**src/rtl/seg_pkg.sv**
```systemverilog
// Shared constants for the seven-segment scan path: active-low segment
// patterns {g..a}, active-low anode selects, and small helpers used when
// decoding and checking a captured frame.
package seg_pkg;

   localparam logic [6:0] SEG_0     = 7'b1000000;
   localparam logic [6:0] SEG_1     = 7'b1111001;
   localparam logic [6:0] SEG_2     = 7'b0100100;
   localparam logic [6:0] SEG_3     = 7'b0110000;
   localparam logic [6:0] SEG_4     = 7'b0011001;
   localparam logic [6:0] SEG_5     = 7'b0010010;
   localparam logic [6:0] SEG_6     = 7'b0000010;
   localparam logic [6:0] SEG_7     = 7'b1111000;
   localparam logic [6:0] SEG_8     = 7'b0000000;
   localparam logic [6:0] SEG_9     = 7'b0010000;
   localparam logic [6:0] SEG_BLANK = 7'b1111111;

   localparam logic [3:0] DIG0     = 4'b1110;
   localparam logic [3:0] DIG1     = 4'b1101;
   localparam logic [3:0] DIG2     = 4'b1011;
   localparam logic [3:0] DIG3     = 4'b0111;
   localparam logic [3:0] DIG_IDLE = 4'b1111;

   localparam logic [3:0] NIB_BLANK = 4'hF;

   // Registered copy of the observed scan lines.
   typedef struct packed {
      logic [3:0] digit;
      logic [6:0] display;
   } scan_t;

   // True when exactly one anode is driven low.
   function automatic logic dig_one_low(input logic [3:0] digit);
      logic result;
      case (digit)
         DIG0, DIG1, DIG2, DIG3: result = 1'b1;
         default:                result = 1'b0;
      endcase
      return result;
   endfunction

   // Position of the single low anode; only meaningful when dig_one_low().
   function automatic logic [1:0] dig_index(input logic [3:0] digit);
      logic [1:0] result;
      case (digit)
         DIG1:    result = 2'd1;
         DIG2:    result = 2'd2;
         DIG3:    result = 2'd3;
         default: result = 2'd0;
      endcase
      return result;
   endfunction

   // Decimal expectations need a lit, equal digit; anything A..F means the
   // driver was told to blank that position.
   function automatic logic nib_match(input logic [3:0] exp_nib,
                                      input logic [3:0] dec_nib,
                                      input logic       dec_blank);
      logic result;
      if (exp_nib <= 4'd9) begin
         result = (dec_nib == exp_nib) && !dec_blank;
      end else begin
         result = dec_blank;
      end
      return result;
   endfunction

endpackage

```
**src/rtl/seg7_decode.sv**
```systemverilog
// Combinational active-low segment pattern to nibble table. Blank reads as
// NIB_BLANK with is_blank; unknown patterns read as NIB_BLANK with is_err.
module seg7_decode
   import seg_pkg::*;
(
   input  logic [6:0] seg,
   output logic [3:0] nibble,
   output logic       is_blank,
   output logic       is_err
);

   // Pattern lookup; defaults cover every undecodable pattern.
   always_comb begin
      nibble   = NIB_BLANK;
      is_blank = 1'b0;
      is_err   = 1'b0;
      case (seg)
         SEG_0:     nibble = 4'd0;
         SEG_1:     nibble = 4'd1;
         SEG_2:     nibble = 4'd2;
         SEG_3:     nibble = 4'd3;
         SEG_4:     nibble = 4'd4;
         SEG_5:     nibble = 4'd5;
         SEG_6:     nibble = 4'd6;
         SEG_7:     nibble = 4'd7;
         SEG_8:     nibble = 4'd8;
         SEG_9:     nibble = 4'd9;
         SEG_BLANK: is_blank = 1'b1;
         default:   is_err = 1'b1;
      endcase
   end

endmodule

```
**src/rtl/seg_scan_decoder.sv**
```systemverilog
// Loopback checker for the multiplexed seven-segment driver. Waits for each
// scan phase to settle, decodes it, assembles four digits into a frame and
// compares the finished frame against the word the driver is being fed.
module seg_scan_decoder
   import seg_pkg::*;
#(
   parameter int SETTLE_CYCLES = 4,
   parameter int STALL_CYCLES  = 1048576
) (
   input  logic        clk,
   input  logic        rst,
   input  logic [3:0]  digit,
   input  logic [6:0]  display,
   input  logic [15:0] expected,
   output logic [15:0] nums_out,
   output logic [3:0]  blank_mask,
   output logic        frame_valid,
   output logic        mismatch,
   output logic        seg_err,
   output logic        digit_err,
   output logic        stalled
);

   localparam int STALL_W = $clog2(STALL_CYCLES + 1);
   localparam logic [7:0]         SETTLE_LAST = 8'(SETTLE_CYCLES - 1);
   localparam logic [STALL_W-1:0] STALL_MAX   = STALL_W'(STALL_CYCLES);
   localparam logic [STALL_W-1:0] STALL_ONE   = STALL_W'(1);

   scan_t              in_raw;
   scan_t              in_q;
   logic               in_change;
   logic [7:0]         stable_cnt;
   logic               sampled;
   logic               settled;
   logic               dig_valid;
   logic               dig_multi;
   logic               sample;
   logic [1:0]         sample_idx;

   logic [3:0]         dec_nib;
   logic               dec_blank;
   logic               dec_err;

   logic [15:0]        frame_nib;
   logic [3:0]         frame_blank;
   logic [3:0]         collected;
   logic               frame_done;
   logic [3:0]         nib_miss;

   logic [STALL_W-1:0] stall_cnt;

   assign in_raw = {digit, display};

   // in_change is "the next in_q differs from this one", so stable_cnt always
   // describes the value currently held in in_q; it reads SETTLE_LAST on the
   // SETTLE_CYCLES-th consecutive cycle of an unchanged phase.
   assign in_change  = (in_raw != in_q);
   assign settled    = (stable_cnt == SETTLE_LAST) && !sampled;
   assign dig_valid  = dig_one_low(in_q.digit);
   assign dig_multi  = !dig_valid && (in_q.digit != DIG_IDLE);
   assign sample     = settled && dig_valid;
   assign sample_idx = dig_index(in_q.digit);
   assign frame_done = (collected == 4'hF);

   seg7_decode u_decode (
      .seg      (in_q.display),
      .nibble   (dec_nib),
      .is_blank (dec_blank),
      .is_err   (dec_err)
   );

   // Input capture and settle tracking; one sample opportunity per phase.
   always_ff @(posedge clk or posedge rst) begin
      if (rst) begin
         in_q       <= '0;
         stable_cnt <= '0;
         sampled    <= 1'b0;
      end else begin
         in_q <= in_raw;
         if (in_change) begin
            stable_cnt <= '0;
            sampled    <= 1'b0;
         end else begin
            if (stable_cnt != 8'hFF) begin
               stable_cnt <= stable_cnt + 8'd1;
            end
            if (settled) begin
               sampled <= 1'b1;
            end
         end
      end
   end

   // Per-digit compare of the assembled frame against the driver's word.
   always_comb begin
      nib_miss = '0;
      for (int i = 0; i < 4; i++) begin
         nib_miss[i] = !nib_match(expected[4*i +: 4], frame_nib[4*i +: 4], frame_blank[i]);
      end
   end

   // Frame assembly; a sample arriving as a frame completes starts the next one.
   always_ff @(posedge clk or posedge rst) begin
      if (rst) begin
         frame_nib   <= '0;
         frame_blank <= '0;
         collected   <= '0;
      end else begin
         if (frame_done) begin
            collected <= '0;
         end
         if (sample) begin
            frame_nib[{sample_idx, 2'b00} +: 4] <= dec_nib;
            frame_blank[sample_idx]             <= dec_blank;
            collected[sample_idx]               <= 1'b1;
         end
      end
   end

   // Registered results and sticky error flags.
   always_ff @(posedge clk or posedge rst) begin
      if (rst) begin
         nums_out    <= '0;
         blank_mask  <= '0;
         frame_valid <= 1'b0;
         mismatch    <= 1'b0;
         seg_err     <= 1'b0;
         digit_err   <= 1'b0;
      end else begin
         frame_valid <= frame_done;
         if (frame_done) begin
            nums_out   <= frame_nib;
            blank_mask <= frame_blank;
            mismatch   <= |nib_miss;
         end
         if (sample && dec_err) begin
            seg_err <= 1'b1;
         end
         if (settled && dig_multi) begin
            digit_err <= 1'b1;
         end
      end
   end

   // Cycles since the last accepted sample, saturating at the stall threshold.
   always_ff @(posedge clk or posedge rst) begin
      if (rst) begin
         stall_cnt <= '0;
      end else if (sample) begin
         stall_cnt <= '0;
      end else if (stall_cnt != STALL_MAX) begin
         stall_cnt <= stall_cnt + STALL_ONE;
      end
   end

   assign stalled = (stall_cnt == STALL_MAX);

endmodule

```
**config.mk**
```make
export PLATFORM = sky130hd
export DESIGN_NAME = seg_scan_decoder
export DESIGN_NICKNAME = d
export VERILOG_FILES = /design/src/rtl/seg_pkg.sv /design/src/rtl/seg7_decode.sv /design/src/rtl/seg_scan_decoder.sv
export SDC_FILE = /design/constraint.sdc
export NUM_CORES = 1
export LEC_CHECK = 0
export CORE_UTILIZATION = 50
export DETAILED_ROUTE_END_ITERATION = 10
export GPL_ROUTABILITY_DRIVEN = 0
export PLACE_DENSITY = 0.82
export SYNTH_ARGS = -nofsm -noshare
export SYNTH_HDL_FRONTEND = slang
export SYNTH_HIERARCHICAL = 1
export SYNTH_SLANG_ARGS = --single-unit
```
**constraint.sdc**
```tcl
create_clock -name clk -period 3.37 [get_ports clk]
set_input_delay 0.8425 -clock clk [delete_from_list [all_inputs] [get_ports clk]]
set_output_delay 0.8425 -clock clk [all_outputs]
set_load 0.02 [all_outputs]
```
==> flow_summary.yaml, run 1 <==
clock_tree:
  post_cts_resized: 0
  postCtsHoldBufs: 0
  cts-root-buf: "clkbuf_8"
  cts.sinks: 89
  postCtsSetupBuffers: 0
  cts_made_buffers: 9
  cts_tree: "done"
  clk-insertion-delay-late_ps: 350
  clk_pin_slew_worst_paths_ps: 90
  clockBufferDepth: 2
  cts_max_level: 3
worst_setup_path:
  start_kind: "register"
  end_kind: "output port"
  crit_path_max_fanout: 3
  crit_buf_inv: 2
  cpMaxStageDelayCell: "clkdlybuf4s50_1"
  required_ps: 2530
  cpLargestDelayFamily: "buffers and inverters"
  cpPeakStageDelay_ps: 660
  path_cells: "inv_1 -> ha_1 -> nor4b_1 -> nand3_1 -> nor2_1 -> clkdlybuf4s50_1"
  crit_arrival_ps: 2380
  critical_path_class: "register to output port"
sta:
  rsz0062_at_grt: "false"
  slew_violations: 0
  period_share_pct: 95.6
  fmax_mhz: 310
  fin_skew_ps: 13.0
  slew_headroom_pct: 52.8
  worstMarginPinSlew_ps: 705
  setup_viol: 0
  hold_violations: 0
  fin_hold_ws_ps: 462
  tns_ps: 0
  period_needed_ps: 3220
layout:
  drive_gt1_share_pct: 6.81
  diodes: 0
  final_common_cell: "dfrtp_1"
  final_cell_mix: "dfrtp_1 (89), nand2_1 (59), clkdlybuf4s50_1 (53)"
  num-fill-cells: 670
  area.growth.synth_to_final_pct: 19.1
  fin_nets: 534
min_path:
  holdCritPathClass: "register to register"
drt:
  vias_per_cell: 5.53
  drtIter0Drc: 198
  detail_route.wl_per_cell_um: 15.2
  first_pass_iters: 4
  vias: 3339
  detail-route-antenna-nets: 0
  totalWireLength_mm: 9.17
  drc_errors: 0
synth:
  synth_seq_area_share_pct: 50.4
  synthArstFlopShare_pct: 100
  syn-num-nets: 481
  ys_types: 50
  synth_edf_count: 0
  netlist_instances: 442
  synth_warnings: 6
  synth_seq_cells: 89
  ys.flop_type: "dfrtp_1"
  synth.avg_cell_area_um2: 10.0
  syn_area_um2: 4420
placement:
  portBuffers: 53
  dp_hpwl_mm: 6.43
floorplanning:
  coreArea_um2: 8380
  die_height_um: 96.0
  std_cell_rows: 33
  die-area_um2: 9220
  die_w_um: 96.0
  pin_count: 54
  initial_utilization_pct: 52.8
global_route:
  grt_use_total_pct: 21.8
  grt_pass1_wl_mm: 15.3
  grt_pass1_vias: 3259
  overflow: 0
  antenna_found_initial: 0
  grt_start_max_net_pins: 68
power_and_ir_drop:
  p_leak_nw: 2.41
  ir_drop_mv: 0.281
  power_density_nw_per_um2: 386
outcome:
  status: "finished, final reports clean"
flow_run:
  maxCapViolations: 0
[layer usage]
layer  wire [µm]  track usage, %
met1        4080            28.9
met2        4370            34.3
met3         432            3.48
met4         286            11.8
met5           0               0
[flip-flops by register name (all words and copies together), names as in the netlist]
signal	count
frame_blank	4
collected	4
stall_cnt	21
seg_err	1
stable_cnt	8
mismatch	1
in_q	11
frame_nib	16
blank_mask	4
sampled	1
frame_valid	1
nums_out	16
digit_err	1
[cells in the mapped netlist, drive strengths merged, types with 2 or more instances]
cell type / n / area, µm²
nor4: 7 / 43.8
buf: 5 / 36.3
ha: 10 / 125
xor2: 31 / 272
o22ai: 3 / 18.8
and3: 6 / 37.5
xnor2: 24 / 210
and3b: 2 / 18.8
nor2: 44 / 173
or3: 3 / 23.8
nand2: 59 / 221
nor3: 7 / 40.0
and4: 3 / 26.3
mux2: 4 / 48.8
o32ai: 2 / 25.0
nand4: 12 / 75.1
nand2b: 3 / 21.3
mux2i: 19 / 194
a31oi: 2 / 12.5
a211oi: 3 / 22.5
nand3: 23 / 128
inv: 25 / 93.8
nor2b: 2 / 12.5
clkbuf: 9 / 33.8
dfrtp: 89 / 2230
a21oi: 7 / 35.0
nor4b: 2 / 17.5
o21ai: 23 / 115
or4: 2 / 22.5
and2: 2 / 12.5
[logic make-up (layout without fill, tap and decap cells)]
logic type | Yosys count | after routing | share of synthesized area (%)
AND/OR/NAND/NOR | 180 | 180 | 20.3
flip-flops | 89 | 89 | 50.4
XOR/XNOR | 55 | 55 | 10.9
AO/OA/AOI/OAI | 45 | 45 | 6.14
buffers and inverters | 39 | 96 | 3.71
multiplexers | 23 | 23 | 5.49
adder cells (fa/ha/maj) | 11 | 11 | 3.06
[worst paths after layout]
kind / from / end / slack [ps] / cells past startpoint
hold / removal: seg_err / seg_err / 460 / 1
max in group asynchronous: rst / in_q[10] / 1890 / 3
min in group asynchronous: rst / frame_nib[12] / 800 / 2
setup / recovery: stall_cnt[0] / stalled / 150 / 6
setup reg to reg: stable_cnt[0] / frame_nib[13] / 1020 / 6
hold reg to reg: seg_err / seg_err / 460 / 1
[layout make-up]
cell class | instances | area [µm²] | share of cell area (%)
Clock buffer | 10 | 138 | 2.61
Multi-Input combinational cell | 314 | 2030 | 38.6
Inverter | 25 | 95.1 | 1.81
Clock inverter | 5 | 78.8 | 1.50
Tap cell | 105 | 131 | 2.49
Timing Repair Buffer | 56 | 566 | 10.7
Sequential cell | 89 | 2230 | 42.3
[stage by stage]
step / instance area (µm²) / total power, mW / utilization (%) / setup slack (ps) / cells
5_1_grt: 5270 / 2.11 / 62.8 / 59.9 / 604
3_3_place_gp: 5050 / 1.24 / 60.2 / 644 / 589
6_report: 5270 / 2.03 / 62.8 / 147 / 604
2_1_floorplan: 4420 / 1.18 / - / 221 / 442
3_5_place_dp: 5050 / 1.24 / 60.2 / 556 / 589
4_1_cts: 5270 / 2.04 / 62.8 / 153 / 604
[power breakdown]
part           switching (mW)  internal, mW
sequential             0.0159          1.07
clock                   0.374         0.434
combinational          0.0708        0.0629
total                   0.460          1.57
(Power assumes the default switching activity.)
==> inputs of run 2 (changes only) <==
Settings changed: CORE_UTILIZATION 50 to 35, PLACE_DENSITY 0.82 to 0.63, RECOVER_POWER from default to 25.
==> flow_summary.yaml, run 2 (synthesis results as in run 1) <==
outcome:
  status: "finished with violations"
  violations: "max-capacitance violations, max-slew violations"
floorplanning:
  std_cell_rows: 40
  die_w_um: 114
  pin_count: 54
  die-area_um2: 13100
  initial_utilization_pct: 36.4
  coreArea_um2: 12200
  die_height_um: 114
clock_tree:
  cts-root-buf: "clkbuf_16"
  clk_pin_slew_worst_paths_ps: 70
  cts_made_buffers: 9
  clockBufferDepth: 2
  postCtsSetupBuffers: 0
  post_cts_resized: 0
  cts_tree: "done"
  cts_max_level: 3
  cts.sinks: 89
  clk-insertion-delay-late_ps: 350
  postCtsHoldBufs: 0
power_and_ir_drop:
  power_mw: 2.28
  p_comb_share_pct: 5.8
  power.switching_fraction_pct: 22.9
  power.switching_uw: 521
  intPower_mw: 1.75
  p_clk_share_pct: 46.3
  power_density_nw_per_um2: 418
  p_leak_nw: 2.45
  ir_drop_mv: 0.194
  pwr-share-seq_pct: 47.9
worst_setup_path:
  required_ps: 2530
  crit_path_max_fanout: 3
  crit_arrival_ps: 2340
  r2r_end: "seg_err"
  rr_worst_depth: 7
  critical_path_class: "register to output port"
  start_kind: "register"
  end_kind: "output port"
  r2r_slack_ps: 1020
  r2r-start: "stable_cnt[0]"
drt:
  detail-route-antenna-nets: 0
  wl_met3_um: 376
  totalWireLength_mm: 9.46
  wl_met1_mm: 4.32
  first_pass_iters: 4
  met2_length_mm: 4.58
  vias_per_cell: 4.88
  top_layer_used: "met4"
  drc_errors: 0
  drtIter0Drc: 202
  vias: 3267
  detail_route.wl_per_cell_um: 14.1
sta:
  period_share_pct: 94.5
  slew_violations: 41
  setup_viol: 0
  slew_headroom_pct: -29.1
  fmax_mhz: 314
  period_needed_ps: 3180
  worstMarginPinSlew_ps: 1930
  tns_ps: 0
  fin_skew_ps: 9.69
  rsz0062_at_grt: "false"
  hold_violations: 0
min_path:
  hold_depth: 1
  min-delay-start: "seg_err"
  min_to: "seg_err"
  holdCritPathClass: "register to register"
global_route:
  grt_pass1_wl_mm: 15.7
  grt_start_max_net_pins: 42
  antenna_found_initial: 0
  grt_use_total_pct: 15.6
  grt_pass1_vias: 3222
  overflow: 0
layout:
  largest-register: "stall_cnt"
  area.growth.synth_to_final_pct: 23.2
  drive_gt1_share_pct: 6.99
  reg.largest.list: "stall_cnt (21), frame_nib (16), nums_out (16)"
  final_cell_mix: "dfrtp_1 (89), nand2_1 (59), nor2_1 (43)"
  largest_reg_flops: 21
  fin_nets: 535
  final_common_cell: "dfrtp_1"
  diodes: 0
placement:
  portBuffers: 53
  dp_hpwl_mm: 6.91
flow_run:
  maxCapViolations: 1
## run 2: cell count changes in the layout (fill, tap and decap cells not counted)
cell / before / now
bufinv_16: 2 / 1
clkbuf_1: 0 / 1
clkbuf_16: 0 / 9
clkbuf_8: 10 / 2
clkdlybuf4s50_1: 53 / 41
clkinv_2: 3 / 0
clkinv_4: 0 / 1
clkinvlp_2: 0 / 1
clkinvlp_4: 0 / 2
dlygate4sd3_1: 0 / 12
## run 2: worst max-delay path, stage by stage, from the launching register on
cell and delay [ps]:
dfrtp_1 400, inv_1 110, ha_1 160, nor4b_1 230, nand3_1 140, nor2_1 280, clkdlybuf4s50_1 660
## run 2: power groups by stage
stage	Combinational, mW	Clock [mW]	Sequential (mW)
floorplan	0.0816	0	1.10
finish	0.131	1.05	1.09
global route	0.147	1.12	1.09
CTS	0.138	1.07	1.09
detailed placement	0.137	0	1.11
global placement	0.135	0	1.11
## run 2: area by class of cell
cell class                      instances  area, µm²
Fill cell                            1154       6710
Sequential cell                        89       2230
Multi-Input combinational cell        314       2030
Timing Repair Buffer                   57        569
Clock buffer                           11        253
Tap cell                              168        210
Inverter                               25       95.1
Clock inverter                          5       62.6
## run 2: routing by layer
layer | up-vias | GRT usage [%]
met5 | - | 0
met4 | 0 | 6.75
met3 | 14 | 2.91
met2 | 65 | 25.8
met1 | 1575 | 19.9
li1 | 1613 | -
## run 2: stage by stage
step	hold slack, ps	utilization, %	worst slack (ps)	area (µm²)	instances
6_report	473	44.8	185	5450	669
5_1_grt	507	44.8	45.0	5450	669
2_1_floorplan	447	-	221	4420	442
3_3_place_gp	456	42.2	638	5140	653
3_5_place_dp	464	42.2	606	5140	653
4_1_cts	479	44.8	178	5450	669
## run 2: worst max-delay path by stage
stage	to	slack [ps]	startpoint	cells after the start
after global routing	stalled	50	stall_cnt[0]	6
after global placement	stalled	640	stall_cnt[0]	6
after floorplan	blank_mask[0]	220	rst	1
after detailed placement	stalled	610	stall_cnt[0]	6
final	stalled	190	stall_cnt[0]	6
after CTS	stalled	180	stall_cnt[0]	6
